File: src/rtl/instruction_sequencer_pkg.sv
// Shared definitions for the instruction sequencer: timing states, opcodes,
// instruction classes, function-select codes and register enable patterns.
package instruction_sequencer_pkg;

  typedef enum logic [1:0] {
    T0 = 2'd0,
    T1 = 2'd1,
    T2 = 2'd2,
    T3 = 2'd3
  } timingState_e;

  typedef enum logic [2:0] {
    CLS_NOP,
    CLS_BRA,
    CLS_BNE,
    CLS_MOVL,
    CLS_ALU,
    CLS_LOAD,
    CLS_STORE,
    CLS_ILLEGAL
  } instrClass_e;

  localparam logic [5:0] OP_NOP       = 6'h00;
  localparam logic [5:0] OP_BRA       = 6'h01;
  localparam logic [5:0] OP_BNE       = 6'h02;
  localparam logic [5:0] OP_MOVL      = 6'h03;
  localparam logic [5:0] OP_ALU_FIRST = 6'h04;
  localparam logic [5:0] OP_ALU_LAST  = 6'h13;
  localparam logic [5:0] OP_LOAD      = 6'h20;
  localparam logic [5:0] OP_STORE     = 6'h21;

  // Function-select codes shared by the RF and the ARF
  localparam logic [2:0] FUN_HOLD = 3'b000;
  localparam logic [2:0] FUN_INC  = 3'b001;
  localparam logic [2:0] FUN_LOAD = 3'b010;

  // ARF output select codes
  localparam logic [1:0] SEL_PC = 2'd0;
  localparam logic [1:0] SEL_AR = 2'd1;
  localparam logic [1:0] SEL_SP = 2'd2;

  // Active-low register enables; all ones means every register holds.
  // Bit 3 is R1/S1 and bit 0 is R4/S4; for the ARF bit 2 is PC.
  localparam logic [3:0] REG_HOLD     = 4'b1111;
  localparam logic [2:0] ARF_REG_HOLD = 3'b111;
  localparam logic [2:0] ARF_REG_PC   = 3'b011;

  // ALU function map: ALU opcodes 6'h04..6'h13 map onto codes 0..15, code 0 is pass-A
  localparam logic [4:0] ALU_PASS_A = 5'h00;

  localparam logic [1:0] MUXA_ALU = 2'b00;
  localparam logic [1:0] MUXA_MEM = 2'b10;
  localparam logic [1:0] MUXA_IMM = 2'b11;
  localparam logic [1:0] MUXB_IMM = 2'b11;

  function automatic logic [4:0] aluFunSel(input logic [5:0] opcode);
    logic [5:0] offset;
    offset = opcode - OP_ALU_FIRST;
    return offset[4:0];
  endfunction

  function automatic logic [3:0] regEnable(input logic [1:0] index);
    return ~(4'b1000 >> index);
  endfunction

endpackage

File: src/rtl/instruction_decoder.sv
// Combinational decoder: classifies the opcode and extracts the operand fields.
module instruction_decoder
  import instruction_sequencer_pkg::*;
(
  input  logic [15:0]  irValue,
  output instrClass_e  instrClass,
  output logic [4:0]   aluFun,
  output logic [2:0]   dst,
  output logic [2:0]   src1,
  output logic [2:0]   src2,
  output logic [1:0]   rx
);

  logic [5:0] opcode;
  logic       unusedBits;

  assign opcode     = irValue[15:10];
  assign dst        = irValue[9:7];
  assign src1       = irValue[6:4];
  assign src2       = irValue[3:1];
  assign rx         = irValue[9:8];
  assign aluFun     = aluFunSel(opcode);
  assign unusedBits = irValue[0];

  // Map each opcode onto its instruction class; anything unlisted is illegal
  always_comb begin
    instrClass = CLS_ILLEGAL;
    case (opcode) inside
      OP_NOP:                     instrClass = CLS_NOP;
      OP_BRA:                     instrClass = CLS_BRA;
      OP_BNE:                     instrClass = CLS_BNE;
      OP_MOVL:                    instrClass = CLS_MOVL;
      [OP_ALU_FIRST:OP_ALU_LAST]: instrClass = CLS_ALU;
      OP_LOAD:                    instrClass = CLS_LOAD;
      OP_STORE:                   instrClass = CLS_STORE;
      default:                    instrClass = CLS_ILLEGAL;
    endcase
  end

endmodule

File: src/rtl/instruction_sequencer.sv
// Four-state timing sequencer (fetch low, fetch high, execute, writeback)
// producing the datapath control word from the state and the IR contents.
module instruction_sequencer
  import instruction_sequencer_pkg::*;
(
  input  logic        Clock,
  input  logic        Reset,
  input  logic        Run,
  input  logic [15:0] IRValue,
  input  logic [3:0]  Flags,
  output logic [2:0]  RF_OutASel,
  output logic [2:0]  RF_OutBSel,
  output logic [2:0]  RF_FunSel,
  output logic [3:0]  RF_RegSel,
  output logic [3:0]  RF_ScrSel,
  output logic [4:0]  ALU_FunSel,
  output logic        ALU_WF,
  output logic [1:0]  ARF_OutCSel,
  output logic [1:0]  ARF_OutDSel,
  output logic [2:0]  ARF_FunSel,
  output logic [2:0]  ARF_RegSel,
  output logic        IR_LH,
  output logic        IR_Write,
  output logic        Mem_WR,
  output logic        Mem_CS,
  output logic [1:0]  MuxASel,
  output logic [1:0]  MuxBSel,
  output logic        MuxCSel,
  output logic [2:0]  T,
  output logic        Illegal
);

  timingState_e state;
  timingState_e nextState;
  instrClass_e  instrClass;
  logic [4:0]   aluFun;
  logic [2:0]   dst;
  logic [2:0]   src1;
  logic [2:0]   src2;
  logic [1:0]   rx;
  logic         zeroFlag;
  logic         unusedFlags;

  assign zeroFlag    = Flags[3];
  assign unusedFlags = ^Flags[2:0];
  assign T           = {1'b0, state};

  instruction_decoder decoder (
    .irValue    (IRValue),
    .instrClass (instrClass),
    .aluFun     (aluFun),
    .dst        (dst),
    .src1       (src1),
    .src2       (src2),
    .rx         (rx)
  );

  // State register; reset returns to T0 from any state
  always_ff @(posedge Clock) begin
    if (Reset) state <= T0;
    else       state <= nextState;
  end

  // Advance one timing state per cycle, with the writeback state only for LOAD
  always_comb begin
    nextState = state;
    unique case (state)
      T0: if (Run) nextState = T1;
      T1: nextState = T2;
      T2: nextState = (instrClass == CLS_LOAD) ? T3 : T0;
      T3: nextState = T0;
    endcase
  end

  // Control word: idle by default, fetch in T0/T1, per-class execute in T2, LOAD writeback in T3
  always_comb begin
    RF_OutASel  = 3'd0;
    RF_OutBSel  = 3'd0;
    RF_FunSel   = FUN_HOLD;
    RF_RegSel   = REG_HOLD;
    RF_ScrSel   = REG_HOLD;
    ALU_FunSel  = 5'd0;
    ALU_WF      = 1'b0;
    ARF_OutCSel = 2'd0;
    ARF_OutDSel = 2'd0;
    ARF_FunSel  = FUN_HOLD;
    ARF_RegSel  = ARF_REG_HOLD;
    IR_LH       = 1'b0;
    IR_Write    = 1'b0;
    Mem_WR      = 1'b0;
    Mem_CS      = 1'b1;
    MuxASel     = 2'd0;
    MuxBSel     = 2'd0;
    MuxCSel     = 1'b0;
    Illegal     = 1'b0;
    if (!Reset) begin
      unique case (state)
        T0: begin
          if (Run) begin
            ARF_OutDSel = SEL_PC;
            Mem_CS      = 1'b0;
            IR_Write    = 1'b1;
            IR_LH       = 1'b0;
            ARF_RegSel  = ARF_REG_PC;
            ARF_FunSel  = FUN_INC;
          end
        end
        T1: begin
          ARF_OutDSel = SEL_PC;
          Mem_CS      = 1'b0;
          IR_Write    = 1'b1;
          IR_LH       = 1'b1;
          ARF_RegSel  = ARF_REG_PC;
          ARF_FunSel  = FUN_INC;
        end
        T2: begin
          case (instrClass)
            CLS_BRA: begin
              ARF_RegSel = ARF_REG_PC;
              ARF_FunSel = FUN_LOAD;
              MuxBSel    = MUXB_IMM;
            end
            CLS_BNE: begin
              if (!zeroFlag) begin
                ARF_RegSel = ARF_REG_PC;
                ARF_FunSel = FUN_LOAD;
                MuxBSel    = MUXB_IMM;
              end
            end
            CLS_MOVL: begin
              MuxASel   = MUXA_IMM;
              RF_FunSel = FUN_LOAD;
              RF_RegSel = regEnable(rx);
            end
            CLS_ALU: begin
              ALU_FunSel = aluFun;
              ALU_WF     = 1'b1;
              RF_OutASel = src1;
              RF_OutBSel = src2;
              MuxASel    = MUXA_ALU;
              RF_FunSel  = FUN_LOAD;
              if (dst[2]) RF_ScrSel = regEnable(dst[1:0]);
              else        RF_RegSel = regEnable(dst[1:0]);
            end
            CLS_LOAD: begin
              ARF_OutDSel = SEL_AR;
              Mem_CS      = 1'b0;
              Mem_WR      = 1'b0;
            end
            CLS_STORE: begin
              RF_OutASel  = {1'b0, rx};
              ALU_FunSel  = ALU_PASS_A;
              ALU_WF      = 1'b0;
              MuxCSel     = 1'b0;
              ARF_OutDSel = SEL_AR;
              Mem_CS      = 1'b0;
              Mem_WR      = 1'b1;
            end
            CLS_ILLEGAL: Illegal = 1'b1;
            default: ;
          endcase
        end
        T3: begin
          ARF_OutDSel = SEL_AR;
          Mem_CS      = 1'b0;
          Mem_WR      = 1'b0;
          MuxASel     = MUXA_MEM;
          RF_FunSel   = FUN_LOAD;
          RF_RegSel   = regEnable(rx);
        end
      endcase
    end
  end

endmodule
File: config.mk
export PLATFORM = sky130hd
export DESIGN_NAME = instruction_sequencer
export DESIGN_NICKNAME = d
export VERILOG_FILES = /design/src/rtl/instruction_sequencer_pkg.sv /design/src/rtl/instruction_decoder.sv /design/src/rtl/instruction_sequencer.sv
export SDC_FILE = /design/constraint.sdc
export NUM_CORES = 1
export LEC_CHECK = 0
export BUFFER_PORTS_ARGS = -buffer_cell sky130_fd_sc_hd__buf_4
export CAP_MARGIN = 20
export CORE_MARGIN = 5
export CORE_UTILIZATION = 31
export CTS_CLUSTER_DIAMETER = 80
export CTS_CLUSTER_SIZE = 24
export DETAILED_ROUTE_END_ITERATION = 6
export GPL_ROUTABILITY_DRIVEN = 0
export PLACE_DENSITY = 0.84
export SYNTH_ARGS = -nofsm -noshare
export SYNTH_HDL_FRONTEND = slang
export SYNTH_SLANG_ARGS = --single-unit
File: constraint.sdc
create_clock -name Clock -period 2.3 [get_ports Clock]
set_clock_uncertainty 0.2 [all_clocks]
set_input_delay 0.46 -clock Clock [delete_from_list [all_inputs] [get_ports Clock]]
set_output_delay 0.46 -clock Clock [all_outputs]
set_load 0.005 [all_outputs]
==> metrics.txt <==
Area growth, synth to finish 107%; Max-Cap Viols 0; CP max-delay cell nor4b_4; FF-to-FF End state[1]; CP bufs+invs 4; total number of vias roughly 910; EDFF count, synth 0; Buffers on Ports 54; Arrival @ worst endpoint approximately 1.8 ns; Routed Antenna Nets 0; vias in the first global route 971; peak fanout along the critical path 7; fin crit share 106%; register bit count reported by yosys 2; Routed WL 2450 um; Die ar. 3060 um2; CTS root buf clkbuf_4; share of flip-flops with an asynchronous set or reset 0%; crit end category primary output; Synth warnings 0; Critical Path RT 1.64 ns; Via density between 4 and 5; synthesized area 636 um2; Area after DPL 1200 um2; main flop type after synthesis dfxtp_1; number of flip-flops in the largest register 2; diodes inserted 0; Setup WS post-layout -0.132 ns; Finish-stage setup viols 21; # DRC 0; Tot GR Track Use 15.7%; Post-Syn Instances 91; core area 1960 um2; Non-Filler Instances roughly 190; Peak Freq just over 0.4 GHz; placed cells about 180; critical path's top delay family buffers and inverters; Critical R2R Launch state[0]; Pre-Repair DR Iteration Count 4; fraction of layout cells with a size suffix above 1 about 60%; cell area after layout 1320 um2; R2R Setup Slk ~1.2 ns; status finished, violations left; Die X-Extent 55.3 um; Tmin final 2.43 ns; 1st-iter DRT viols 16; worst reg2reg path depth 3; first-pass GRT wire length 4080 um; DR WL/cell 13.0 um; CTS H-tree lvls 1; Crit path top cell by count buf_4; chip height around 55 um; LEAKAGE slightly above 0.6 nW; critical path, cell by cell buf_12 -> inv_16 -> ha_4 -> nor3b_4 -> o22ai_4 -> nor4b_4 -> buf_4 -> a21boi_2 -> buf_4; Largest Register state; worst-case vdd ir drop 0.128 mV; hold path depth 2; failing checks negative setup slack; Mapped Avg Cell Area between 6 and 7 um2; CP peak stage delay ~0.27 ns; path type of the worst min-delay path primary input to flop; io pins 69; Final nets 190; Slew Limit Fails 0; # hold bufs at CTS 0; WHS Endpoint state[0]; post-synthesis sequential area ratio 6.30%; Initial Utilization 32.4%; clk buf depth 2; WS Path Type primary input to primary output; CTS tree yes; clock latency on the worst-skew pair between 0.2 and 0.25 ns; RSZ-0062 raised after global routing true; Critical Path Start Type primary input; grt ovf 0; CTS buffer count 3; largest net degree at the start of global routing 13; clock slew at reported path FFs 0.03 ns; clock sinks 2; Power Dens Cells 200 nW/um2; site row count 16; Fin. Hold Viols 0; hpwl dp 1930 um; Netlist cell types 33; registers with the most flip-flops state: 2 flops; antenna violations before repair 0; HP Start Reset
==> synthesized netlist by cell type (2+ instances only) <==
library cell	n	share of area, %
buf_4	12	14
nor3_1	4	3.1
nand2b_1	4	3.9
and3_1	2	2.0
nand3_1	2	1.6
nor3b_2	2	3.9
nor2_1	9	5.3
dfxtp_1	2	6.3
a21oi_1	3	2.4
a32oi_1	2	2.8
nand2_1	6	3.5
and2_1	7	6.9
inv_1	5	3.0
a22o_1	2	2.8
conb_1	2	1.2
nor3b_1	3	3.5
nand4_1	2	2.0
a31oi_1	2	2.0
nor2b_1	4	3.9
ha_1	3	5.9
==> worst max-delay path by stage <==
stage / startpoint / endpoint / depth (start not counted)
floorplan: IRValue[13] / RF_OutBSel[0] / 7
global placement: IRValue[13] / RF_RegSel[2] / 9
detailed placement: IRValue[13] / RF_RegSel[2] / 9
CTS: IRValue[13] / ALU_FunSel[4] / 9
global route: IRValue[12] / ALU_FunSel[4] / 9
finish: IRValue[13] / ALU_FunSel[4] / 9
==> metrics by stage <==
stage          worst slack [ns]  utilization (%)  TNS, ns  power (mW)  hold slack, ns
6_report                 -0.132             67.0    -1.86       0.263           0.272
5_1_grt                  -0.214             67.0    -3.65       0.286           0.260
4_1_cts                  -0.132             65.8    -1.84       0.259           0.263
3_5_place_dp             -0.245             61.0    -4.41       0.168           0.394
3_3_place_gp             -0.204             61.0    -3.51       0.162           0.369
2_1_floorplan           -0.0134                -  -0.0268       0.107           0.337
==> layer usage <==
layer / global-route usage (%) / up-vias / part of all wire, %
li1: - / 441 / -
met1: 14.3 / 407 / 34
met2: 30.7 / 49 / 55
met3: 6.29 / 8 / 9.9
met4: 5.21 / 0 / 0.78
met5: 0 / - / 0
==> report_power, final <==
part | switching [mW] | leakage [nW] | internal [mW]
sequential | 0.000982 | 0.0164 | 0.0369
combinational | 0.0681 | 0.593 | 0.0790
clock | 0.0204 | 0.0138 | 0.0575
total | 0.0895 | 0.623 | 0.173
==> cell type report <==
cell class              instances  area, um2
inverters                       5       37.5
clock buffers                   3       22.5
repair buffers                 73        576
well taps                      27       33.8
multi-input cells              79        606
flip-flops and latches          2       40.0
fillers                       173        647
==> cell usage in the layout, fill, tap and decap left out, drive strengths merged <==
cell / n
a21o: 1
buf: 73
clkbuf: 3
dfxtp: 2
nor3b: 5
o41ai: 1
nor2: 9
nand2: 6
conb: 10
o21ai: 1
nor4b: 1
and2: 7
ha: 3
and3: 2
or3: 1
o22ai: 1
a21oi: 3
nand4: 2
nor2b: 4
a21boi: 2
and4bb: 1
nand2b: 4
nand3: 2
nor3: 4
o21bai: 1
inv: 5
a2bb2oi: 1
a32oi: 2
a31oi: 2
nand3b: 1
a22o: 2
==> timing repair <==
| action | CTS | global route |
|---|---|---|
| cloned | 0 | 0 |
| endpoints found under the setup margin | 28 | 26 |
| resized for setup | 14 | 5 |
| pin swaps | 5 | 1 |
| setup buffers | 2 | 1 |
==> logic make-up (layout without fill, tap and decap cells) <==
kind of cell,after synthesis,after routing,synth area share (%)
AND/OR/NAND/NOR,49,49,47.6
buffers and inverters,18,81,18.9
AO/OA/AOI/OAI,17,17,20.1
adder cells (fa/ha/maj),3,3,5.91
other,2,10,1.18
flip-flops,2,2,6.30
Note: power is estimated with default switching activity, not from simulation.
